--- config.mk ---
export PLATFORM = sky130hd
export DESIGN_NAME = cpu_core_flat
export DESIGN_NICKNAME = d
export VERILOG_FILES = /design/src/rtl/cpu_core_if.sv /design/src/rtl/cpu_core.sv /design/src/flat_wrapper.sv
export SDC_FILE = /design/constraint.sdc
export NUM_CORES = 1
export LEC_CHECK = 0
export ABC_CLOCK_PERIOD_IN_PS = 4630
export BUFFER_PORTS_ARGS = -buffer_cell sky130_fd_sc_hd__buf_2
export CORE_AREA = 2 2 95 97
export DETAILED_ROUTE_END_ITERATION = 12
export DIE_AREA = 0 0 97 99
export MAX_ROUTING_LAYER = met4
export PLACE_DENSITY = 0.54
export SYNTH_ARGS = -nofsm -noshare
export SYNTH_HDL_FRONTEND = slang
export SYNTH_SLANG_ARGS = --single-unit
--- constraint.sdc ---
create_clock -name clk -period 4.63 [get_ports clk]
set_clock_uncertainty 0.2 [all_clocks]
set_input_delay 0.926 -clock clk [delete_from_list [all_inputs] [get_ports clk]]
set_output_delay 0.926 -clock clk [all_outputs]
set_load 0.05 [all_outputs]
--- src/rtl/cpu_core_if.sv ---
// Memory request/acknowledge bus between cpu_core and an external RAM/ROM with wait states.
interface cpu_core_if #(
    parameter int unsigned DATA_W = 8,
    parameter int unsigned ADDR_W = 8
);
    logic              mem_req;
    logic              mem_we;
    logic [ADDR_W-1:0] mem_addr;
    logic [DATA_W-1:0] mem_wdata;
    logic [DATA_W-1:0] mem_rdata;
    logic              mem_ack;

    modport master (output mem_req, mem_we, mem_addr, mem_wdata, input mem_rdata, mem_ack);
    modport slave  (input mem_req, mem_we, mem_addr, mem_wdata, output mem_rdata, mem_ack);
endinterface

--- src/rtl/cpu_core.sv ---
// Multi-cycle accumulator CPU: FETCH/DECODE/ARG/MEM/HALT sequencer with A, B, IR, PC, Z and
// carry/zero flags; memory is reached over a req/ack bus that may insert wait states.
module cpu_core #(
    parameter int unsigned DATA_W = 8,
    parameter int unsigned ADDR_W = 8
) (
    input  logic              clk,
    input  logic              reset,
    cpu_core_if.master        mem,
    output logic [DATA_W-1:0] out_data,
    output logic              out_valid,
    output logic              halted
);
    localparam int unsigned SUM_W = DATA_W + 1;

    localparam logic [3:0] OP_LDA = 4'd1;
    localparam logic [3:0] OP_LDB = 4'd2;
    localparam logic [3:0] OP_ADD = 4'd3;
    localparam logic [3:0] OP_SUB = 4'd4;
    localparam logic [3:0] OP_STA = 4'd5;
    localparam logic [3:0] OP_OUT = 4'd6;
    localparam logic [3:0] OP_JMP = 4'd7;
    localparam logic [3:0] OP_JZ  = 4'd8;
    localparam logic [3:0] OP_JC  = 4'd9;
    localparam logic [3:0] OP_LDI = 4'd10;
    localparam logic [3:0] OP_HLT = 4'd15;

    typedef enum logic [2:0] {
        S_FETCH,
        S_DECODE,
        S_ARG,
        S_MEM,
        S_HALT
    } state_e;

    state_e            state_q, state_d;
    logic [ADDR_W-1:0] pc_q, pc_d;
    logic [ADDR_W-1:0] addr_q, addr_d;
    logic [3:0]        ir_q, ir_d;
    logic [DATA_W-1:0] a_q, a_d;
    logic [DATA_W-1:0] b_q, b_d;
    logic [DATA_W-1:0] out_data_q, out_data_d;
    logic              zf_q, zf_d;
    logic              cf_q, cf_d;
    logic              out_valid_q, out_valid_d;
    logic              halted_q, halted_d;
    logic              req_q, req_d;
    logic              we_q, we_d;

    logic              done_c;
    logic [ADDR_W-1:0] pc_inc_c;
    logic [ADDR_W-1:0] arg_addr_c;
    logic [SUM_W-1:0]  sum_c;

    assign done_c     = req_q & mem.mem_ack;
    assign pc_inc_c   = pc_q + ADDR_W'(1);
    assign arg_addr_c = mem.mem_rdata[ADDR_W-1:0];
    // SUB is A + ~B + 1, so its carry-out reads as "no borrow"
    assign sum_c = (ir_q == OP_SUB)
                 ? ({1'b0, a_q} + {1'b0, ~b_q} + SUM_W'(1))
                 : ({1'b0, a_q} + {1'b0, b_q});

    // Sequencer and datapath next-state
    always_comb begin
        state_d     = state_q;
        pc_d        = pc_q;
        addr_d      = addr_q;
        ir_d        = ir_q;
        a_d         = a_q;
        b_d         = b_q;
        out_data_d  = out_data_q;
        zf_d        = zf_q;
        cf_d        = cf_q;
        out_valid_d = 1'b0;
        halted_d    = halted_q;

        unique case (state_q)
            S_FETCH: begin
                if (done_c) begin
                    ir_d    = mem.mem_rdata[3:0];
                    pc_d    = pc_inc_c;
                    state_d = S_DECODE;
                end
            end
            S_DECODE: begin
                state_d = S_FETCH;
                case (ir_q)
                    OP_ADD, OP_SUB: begin
                        a_d  = sum_c[DATA_W-1:0];
                        cf_d = sum_c[DATA_W];
                        zf_d = (sum_c[DATA_W-1:0] == '0);
                    end
                    OP_OUT: begin
                        out_data_d  = a_q;
                        out_valid_d = 1'b1;
                    end
                    OP_HLT: begin
                        state_d  = S_HALT;
                        halted_d = 1'b1;
                    end
                    OP_LDA, OP_LDB, OP_STA, OP_JMP, OP_JZ, OP_JC, OP_LDI: state_d = S_ARG;
                    default: ;
                endcase
            end
            S_ARG: begin
                if (done_c) begin
                    pc_d    = pc_inc_c;
                    state_d = S_FETCH;
                    case (ir_q)
                        OP_JMP: pc_d = arg_addr_c;
                        OP_JZ:  if (zf_q) pc_d = arg_addr_c;
                        OP_JC:  if (cf_q) pc_d = arg_addr_c;
                        OP_LDI: a_d = mem.mem_rdata;
                        OP_LDA, OP_LDB, OP_STA: begin
                            state_d = S_MEM;
                            addr_d  = arg_addr_c;
                        end
                        default: ;
                    endcase
                end
            end
            S_MEM: begin
                if (done_c) begin
                    if (ir_q == OP_LDA) a_d = mem.mem_rdata;
                    if (ir_q == OP_LDB) b_d = mem.mem_rdata;
                    state_d = S_FETCH;
                end
            end
            S_HALT: ;
            default: state_d = S_FETCH;
        endcase

        // Bus outputs are registered from the state being entered; addr_q doubles as Z in MEM
        if (state_d != S_MEM) addr_d = pc_d;
        req_d = (state_d == S_FETCH) || (state_d == S_ARG) || (state_d == S_MEM);
        we_d  = (state_d == S_MEM) && (ir_d == OP_STA);
    end

    always_ff @(posedge clk or negedge reset) begin
        if (!reset) begin
            state_q     <= S_FETCH;
            pc_q        <= '0;
            addr_q      <= '0;
            ir_q        <= '0;
            a_q         <= '0;
            b_q         <= '0;
            out_data_q  <= '0;
            zf_q        <= 1'b0;
            cf_q        <= 1'b0;
            out_valid_q <= 1'b0;
            halted_q    <= 1'b0;
            req_q       <= 1'b1;
            we_q        <= 1'b0;
        end else begin
            state_q     <= state_d;
            pc_q        <= pc_d;
            addr_q      <= addr_d;
            ir_q        <= ir_d;
            a_q         <= a_d;
            b_q         <= b_d;
            out_data_q  <= out_data_d;
            zf_q        <= zf_d;
            cf_q        <= cf_d;
            out_valid_q <= out_valid_d;
            halted_q    <= halted_d;
            req_q       <= req_d;
            we_q        <= we_d;
        end
    end

    // req_q resets high so FETCH is requested in the very first cycle; reset masks it meanwhile
    assign mem.mem_req   = req_q & reset;
    assign mem.mem_we    = we_q;
    assign mem.mem_addr  = addr_q;
    assign mem.mem_wdata = a_q;
    assign out_data      = out_data_q;
    assign out_valid     = out_valid_q;
    assign halted        = halted_q;
endmodule

--- src/flat_wrapper.sv ---
// flat-port wrapper written by rule: the top's interface ports become plain ports
module cpu_core_flat 
#(
    parameter int unsigned DATA_W = 8,
    parameter int unsigned ADDR_W = 8
)
  (clk, reset, out_data, out_valid, halted, mem_mem_req, mem_mem_we, mem_mem_addr, mem_mem_wdata, mem_mem_rdata, mem_mem_ack);
  cpu_core_if #(.DATA_W(DATA_W), .ADDR_W(ADDR_W)) mem_i ();
  input  logic clk;
  input  logic reset;
  output logic [DATA_W-1:0] out_data;
  output logic out_valid;
  output logic halted;
  output wire logic [$bits(mem_i.mem_req)-1:0] mem_mem_req;
  output wire logic [$bits(mem_i.mem_we)-1:0] mem_mem_we;
  output wire logic [$bits(mem_i.mem_addr)-1:0] mem_mem_addr;
  output wire logic [$bits(mem_i.mem_wdata)-1:0] mem_mem_wdata;
  input wire logic [$bits(mem_i.mem_rdata)-1:0] mem_mem_rdata;
  input wire logic [$bits(mem_i.mem_ack)-1:0] mem_mem_ack;
  assign mem_mem_req = mem_i.mem_req;
  assign mem_mem_we = mem_i.mem_we;
  assign mem_mem_addr = mem_i.mem_addr;
  assign mem_mem_wdata = mem_i.mem_wdata;
  assign mem_i.mem_rdata = mem_mem_rdata;
  assign mem_i.mem_ack = mem_mem_ack;
  cpu_core #(.DATA_W(DATA_W), .ADDR_W(ADDR_W)) u_core (.clk(clk), .reset(reset), .mem(mem_i), .out_data(out_data), .out_valid(out_valid), .halted(halted));
endmodule
---- Word level (Yosys, flattened, before mapping) ----
Cells that the tools add are included.
storage, ports and cells
  word-level logic and storage cells ...... 90
  bits of input ports ..................... 11
  output and inout bits ................... 28
  register bits after elaboration ......... 53
cells by class
  reductions and logical operators ........ 19
  equality and inequality tests ........... 24
  bitwise operators ....................... 3
  muxes and demuxes ....................... 27
  $add $sub $neg .......................... 4
operator list
  cell                                                                   number
  8-bit two-way mux                                                      13
  8-bit case mux with 3 select lines                                     2
  4-bit by 3-bit equality test with 1-bit output, second input constant  5
  8-bit by 8-bit adder with 9-bit output                                 2
  4-bit equality test, second input constant                             4
  8-bit case mux with 2 select lines                                     1
  3-bit case mux with 5 select lines                                     1
  3-bit by 2-bit equality test with 1-bit output, second input constant  4
  9-bit by 1-bit adder with 9-bit output, second input constant          1
  3-bit two-way mux                                                      3
  9-bit two-way mux                                                      1
  8-bit by 1-bit adder with 8-bit output, second input constant          1
  4-bit by 2-bit equality test with 1-bit output, second input constant  2
  8-bit logical NOT                                                      1
  4-bit two-way mux                                                      2
  8-bit inverter                                                         1
  7-bit OR reduction                                                     1
  3-bit logical NOT                                                      2
  2-bit by 1-bit != test with 1-bit output, second input constant        3
  3-bit case mux with 2 select lines                                     1
  2-bit AND reduction                                                    3
  3-bit AND reduction                                                    2
  6-bit AND reduction                                                    1
  2-bit nonzero test                                                     3
  13 further kinds                                                       17

---- Longest topological paths before layout ----
  depth in word-level cells ............... 8
  mapped depth ............................ 11
  mapped depth without buffers ............ 11

---- Worst setup path before layout ----
OpenSTA, ideal clock, no wires.
  kind .................................... register -> register
  start point ............................. register u_core.a_q[4] (netlist: u_core.mem.mem_wdata[4])
  end point ............................... register u_core.zf_q
  cell stages (with the launch flop) ...... 9
  data arrival time ....................... 2.534 ns
  clock period less this slack ............ 2.800 ns
  setup slack ............................. 1.830 ns
  setup time .............................. 0.066 ns
  data required time ...................... 4.364 ns
  buffers on the path ..................... 1
  path through ............................ dfrtp_1 ha_1 clkbuf_1 or3_1 o211a_2 a221o_1 xor2_1 nor4_1 a22o_1
on the way
  word-level cells in the longest chain between the ends .. 4
  elaborated cells between the ends (all ways) .. 5
  classes of those cells .................. add/sub (3); mux (1); reduce/logical (1)
RTL lines
  what                                    RTL line         RTL
  from (decl)                             cpu_core.sv:40   logic [DATA_W-1:0] a_q, a_d;
  from (signal assigned)                  cpu_core.sv:145  a_q <= '0;
  from (signal assigned)                  cpu_core.sv:159  a_q <= a_d;
  8-bit by 8-bit adder with 9-bit output  cpu_core.sv:60   ? ({1'b0, a_q} + {1'b0, ~b_q} + SUM_W'(1))
  9-bit by 1-bit adder with 9-bit output  cpu_core.sv:60
  9-bit two-way mux *                     cpu_core.sv:60
  8-bit logical NOT *                     cpu_core.sv:91   zf_d = (sum_c[DATA_W-1:0] == '0);
  to (signal assigned)                    cpu_core.sv:162  zf_q <= zf_d;
  to (decl)                               cpu_core.sv:43   logic zf_q, zf_d;
Mark *: on every way between the ends. The rest lies on a longest branch, timed or not.
A chain may end at the register's enable or synchronous reset.

---- Worst setup path in the final report ----
  start point ............................. register u_core.ir_q[0]
  end point ............................... register u_core.zf_q
on the way
  word-level cells in the longest chain between the ends .. 3
  elaborated cells between the ends (all ways) .. 6
  classes of those cells .................. eq/ne (2); mux (1); reduce/logical (3)
RTL lines
  what                                                                                                                     RTL line                        RTL
  from (decl)                                                                                                              cpu_core.sv:39                  logic [3:0] ir_q, ir_d;
  from (signal assigned)                                                                                                   cpu_core.sv:158                 ir_q <= ir_d;
  4-bit by 3-bit equality test with 1-bit output / 4-bit by 2-bit equality test with 1-bit output (equally long branches)  cpu_core.sv:59, cpu_core.sv:87
  9-bit two-way mux / 2-bit OR reduction (equally long branches)                                                           cpu_core.sv:60, cpu_core.sv:87
  8-bit logical NOT / 2-bit AND reduction (equally long branches)                                                          -
Parallel ways exist; a longest one is shown, timed or not.

==> results.rst <==
.. list-table::
   :header-rows: 1

   * - Metric
     - Value
   * - Ys Warns
     - 0
   * - DR DRC count
     - 0
   * - WL/cell
     - 17.1 um
   * - Post-Place Worst Slack
     - 1500 ps
   * - Final core utilization
     - 0.436
   * - Pin count of the biggest net entering global routing
     - 54
   * - Register-to-register setup slack
     - between 1500 and 2000 ps
   * - Power per Cell Area
     - around 760 nW/um^2
   * - Highest attainable clock frequency
     - approximately 0.35 GHz
   * - Relative max-transition margin
     - 0.223
   * - Sequential element share of the synthesized area
     - 0.393
   * - Start point of the worst hold path
     - u_core.halted
   * - Sink count of the clock tree
     - 53
   * - Cell row count
     - 34
   * - Final min period
     - 2830 ps
   * - Placed wire-length estimate
     - 6.53 mm
   * - End point of the worst hold path
     - u_core.halted
   * - Leakage power of the design
     - 1.68 nW
   * - Area of the mapped netlist
     - 3380 sq um
   * - # H-tree levels
     - 2
   * - DRT antenna net count
     - 0
   * - Worst supply voltage drop on vdd
     - 289 uV
   * - Top fanout value on the critical path
     - 12
   * - # setup viols final
     - 0
   * - DIE AREA
     - 9600 sq um
   * - Routability cong.
     - about 0.89
   * - Number of antenna violations at the first check in global routing
     - 0
   * - Final Slew Violations
     - 0
   * - Post-synth top cells
     - dfrtp_1, nand2_1, nor2_1, inv_1, o21ai_0
   * - Cells after synthesis
     - approximately 380
   * - Max-cap violation count
     - 0
   * - Average size of a mapped cell
     - 8.91 sq um
   * - Worst-Skew Late Latency
     - 310 ps
   * - RSZ-0062 raised after global routing
     - false
   * - Number of optimization iterations in the first detailed-route pass
     - 4
   * - Initial drt markers
     - 164
   * - Share of the clock period used by the worst path
     - 0.612
   * - TritonCTS Buffers
     - 5
   * - Top-level I/O count
     - 39
   * - Most used DFF post-synth
     - dfrtp_1
   * - Multi-input logic area
     - roughly 1900 sq um
   * - Sequential cell area
     - between 1000 and 1500 sq um
   * - Core area
     - 8550 sq um
   * - Transition time at the pin with the least slew margin
     - 1160 ps
   * - Count of cells along the worst register-to-register path
     - 7
   * - Synth-to-Final Area Change
     - 10.6%
   * - Worst setup SP type
     - flip-flop
   * - Post-CTS Setup Bufs
     - 0
   * - Filler cells
     - 843
   * - End of the worst register-to-register path
     - u_core.zf_q
   * - Hold Violations, Final
     - 0
   * - Drt via density
     - 5.51
   * - Arrival time at the worst endpoint
     - slightly below 3000 ps
   * - Worst setup margin
     - 1800 ps
   * - Total routed wirelength
     - 8.76 mm
   * - Worst min path class
     - flip-flop to flip-flop
   * - Leading cell types by total area after synthesis
     - dfrtp_1, ha_1, nand2_1
   * - Final nets
     - 434
   * - RR Startpoint
     - u_core.ir_q[0]
   * - Quantity of I/O buffers inserted on ports
     - 38
   * - Element type at the critical path end
     - flip-flop
   * - Worst hold path cell count
     - 1
   * - Proportion of layout cells with a drive suffix above 1
     - 0.170
   * - Antenna fix cells
     - 0
   * - Number of enable flip-flop cells after synthesis
     - 0
   * - Number of instances resized during post-cts repair
     - 0
   * - First-pass GRT wire length
     - about 14 mm
   * - CTS hold repair buffers
     - 0
   * - Via count of the first global-routing pass
     - 2,729
   * - Max clock buf depth
     - 2
   * - Most instantiated library cell after synthesis
     - dfrtp_1
   * - Vias
     - ~2,800
   * - Global-route usage over all layers
     - 0.191
   * - Vertical extent of the die
     - ~100 um
   * - Number of flip-flops and latches in the synthesized netlist
     - 53
   * - Worst-path clk slew
     - 90 ps
   * - CTS tree
     - built
   * - Library cell used as clock root buffer
     - clkbuf_8
   * - Accumulated negative setup slack
     - 0 ps
   * - Starting utilization of the core area
     - 0.395
   * - Worst EP required
     - 4680 ps
   * - Largest area contributor in the synthesized netlist
     - dfrtp_1
   * - CP Class
     - flip-flop to flip-flop
   * - Number of distinct library cells after synthesis
     - 60
   * - Die Wd
     - 97 um
   * - Run status
     - finished, final reports clean
   * - Share of the synthesized area in the top cell type
     - 0.385
   * - Net count after synthesis
     - 409
   * - Share of flip-flops with an asynchronous set or reset after synthesis
     - 1.00
   * - Remaining Overflow, GRT
     - 0
## how the worst max path moves through the flow
| stage | from | end | slack (ps) | cells after the start |
|---|---|---|---|---|
| 4_1_cts | u_core.ir_q[0] | u_core.zf_q | 1810 | 7 |
| 2_1_floorplan | u_core.mem.mem_wdata[4] | u_core.zf_q | 1830 | 8 |
| 3_5_place_dp | mem_mem_ack | u_core.mem.mem_addr[1] | 1500 | 6 |
| 3_3_place_gp | mem_mem_ack | u_core.mem.mem_addr[1] | 1550 | 6 |
| 6_report | u_core.ir_q[0] | u_core.zf_q | 1800 | 7 |
| 5_1_grt | mem_mem_ack | u_core.mem.mem_wdata[5] | 1640 | 7 |
## cell families after synthesis
| family | synth area share |
|---|---|
| AO/OA/AOI/OAI | 0.197 |
| XOR/XNOR | 0.0259 |
| adder cells (fa/ha/maj) | 0.0749 |
| buffers and inverters | 0.0552 |
| flip-flops | 0.393 |
| multiplexers | 0.0649 |
| AND/OR/NAND/NOR | 0.189 |
## placed cells by master, fill, tap and decap left out, types with 3 or more instances in the layout
cell and instances:
o21ai_0 24, nor3_1 5, a221o_1 5, o21ai_1 9
o31ai_1 3, o211ai_1 4, mux2i_1 5, xor2_1 5
nor2b_1 5, nor2_1 34, clkbuf_8 6, nand2b_1 7
nand2_1 46, mux2_2 15, a221oi_1 3, xnor2_1 5
ha_1 17, inv_1 24, nand3_1 4, a22oi_1 6
a31oi_1 7, o22ai_1 3, a21oi_1 16, nand4_1 3
or3_1 6, and3_1 3, a211oi_1 6, and2_1 3
dfrtp_1 52, a21o_1 3, buf_2 38
## routing by layer
| metal | share of wire | GRT usage | up-vias |
|---|---|---|---|
| met3 | 0.040 | 0.0291 | 11 |
| met4 | 0.018 | 0.0693 | 0 |
| met5 | 0 | - | - |
| met2 | 0.49 | 0.310 | 62 |
| li1 | - | - | 1384 |
| met1 | 0.45 | 0.243 | 1370 |
## report_power, final
group	leakage [nW]	total [mW]	switching, mW	internal [mW]
logic	0.961	1.62	1.07	0.555
registers	0.661	0.885	0.232	0.653
clock network	0.0574	0.336	0.160	0.176
## final cells by class
class | instances | share of cell area
clock buffer | 6 | 0.0221
clock inverter | 2 | 0.0101
inverter | 24 | 0.0241
multi-input combinational | 281 | 0.499
sequential | 53 | 0.356
tap | 108 | 0.0362
timing repair buffer | 39 | 0.0530
## registers in the layout (all words and copies together), names as in the netlist
register              count
u_core.b_q                8
u_core.cf_q               1
u_core.halted             1
u_core.ir_q               4
u_core.mem.mem_addr       8
u_core.mem.mem_wdata      8
u_core.mem.mem_we         1
u_core.out_data           8
u_core.out_valid          1
u_core.pc_q               8
u_core.req_q              1
u_core.state_q            3
u_core.zf_q               1
## worst max-delay path, stage by stage (launching register included)
cell and delay (ps):
dfrtp_1 500, or4b_1 790, nor3_1 260, a211oi_1 80, a221o_1 320, xor2_1 170, nor4_1 280, a22o_1 170
## per-stage QoR
stage / cell area [sq um] / hold slack (ps) / cells / power, mW
2_1_floorplan: 3380 / 261 / 379 / 2.15
3_3_place_gp: 3610 / 252 / 505 / 2.50
3_5_place_dp: 3610 / 257 / 505 / 2.51
4_1_cts: 3730 / 284 / 513 / 2.86
5_1_grt: 3730 / 299 / 513 / 3.06
6_report: 3730 / 274 / 513 / 2.85
No activity file was read; power rests on OpenSTA's default activity.
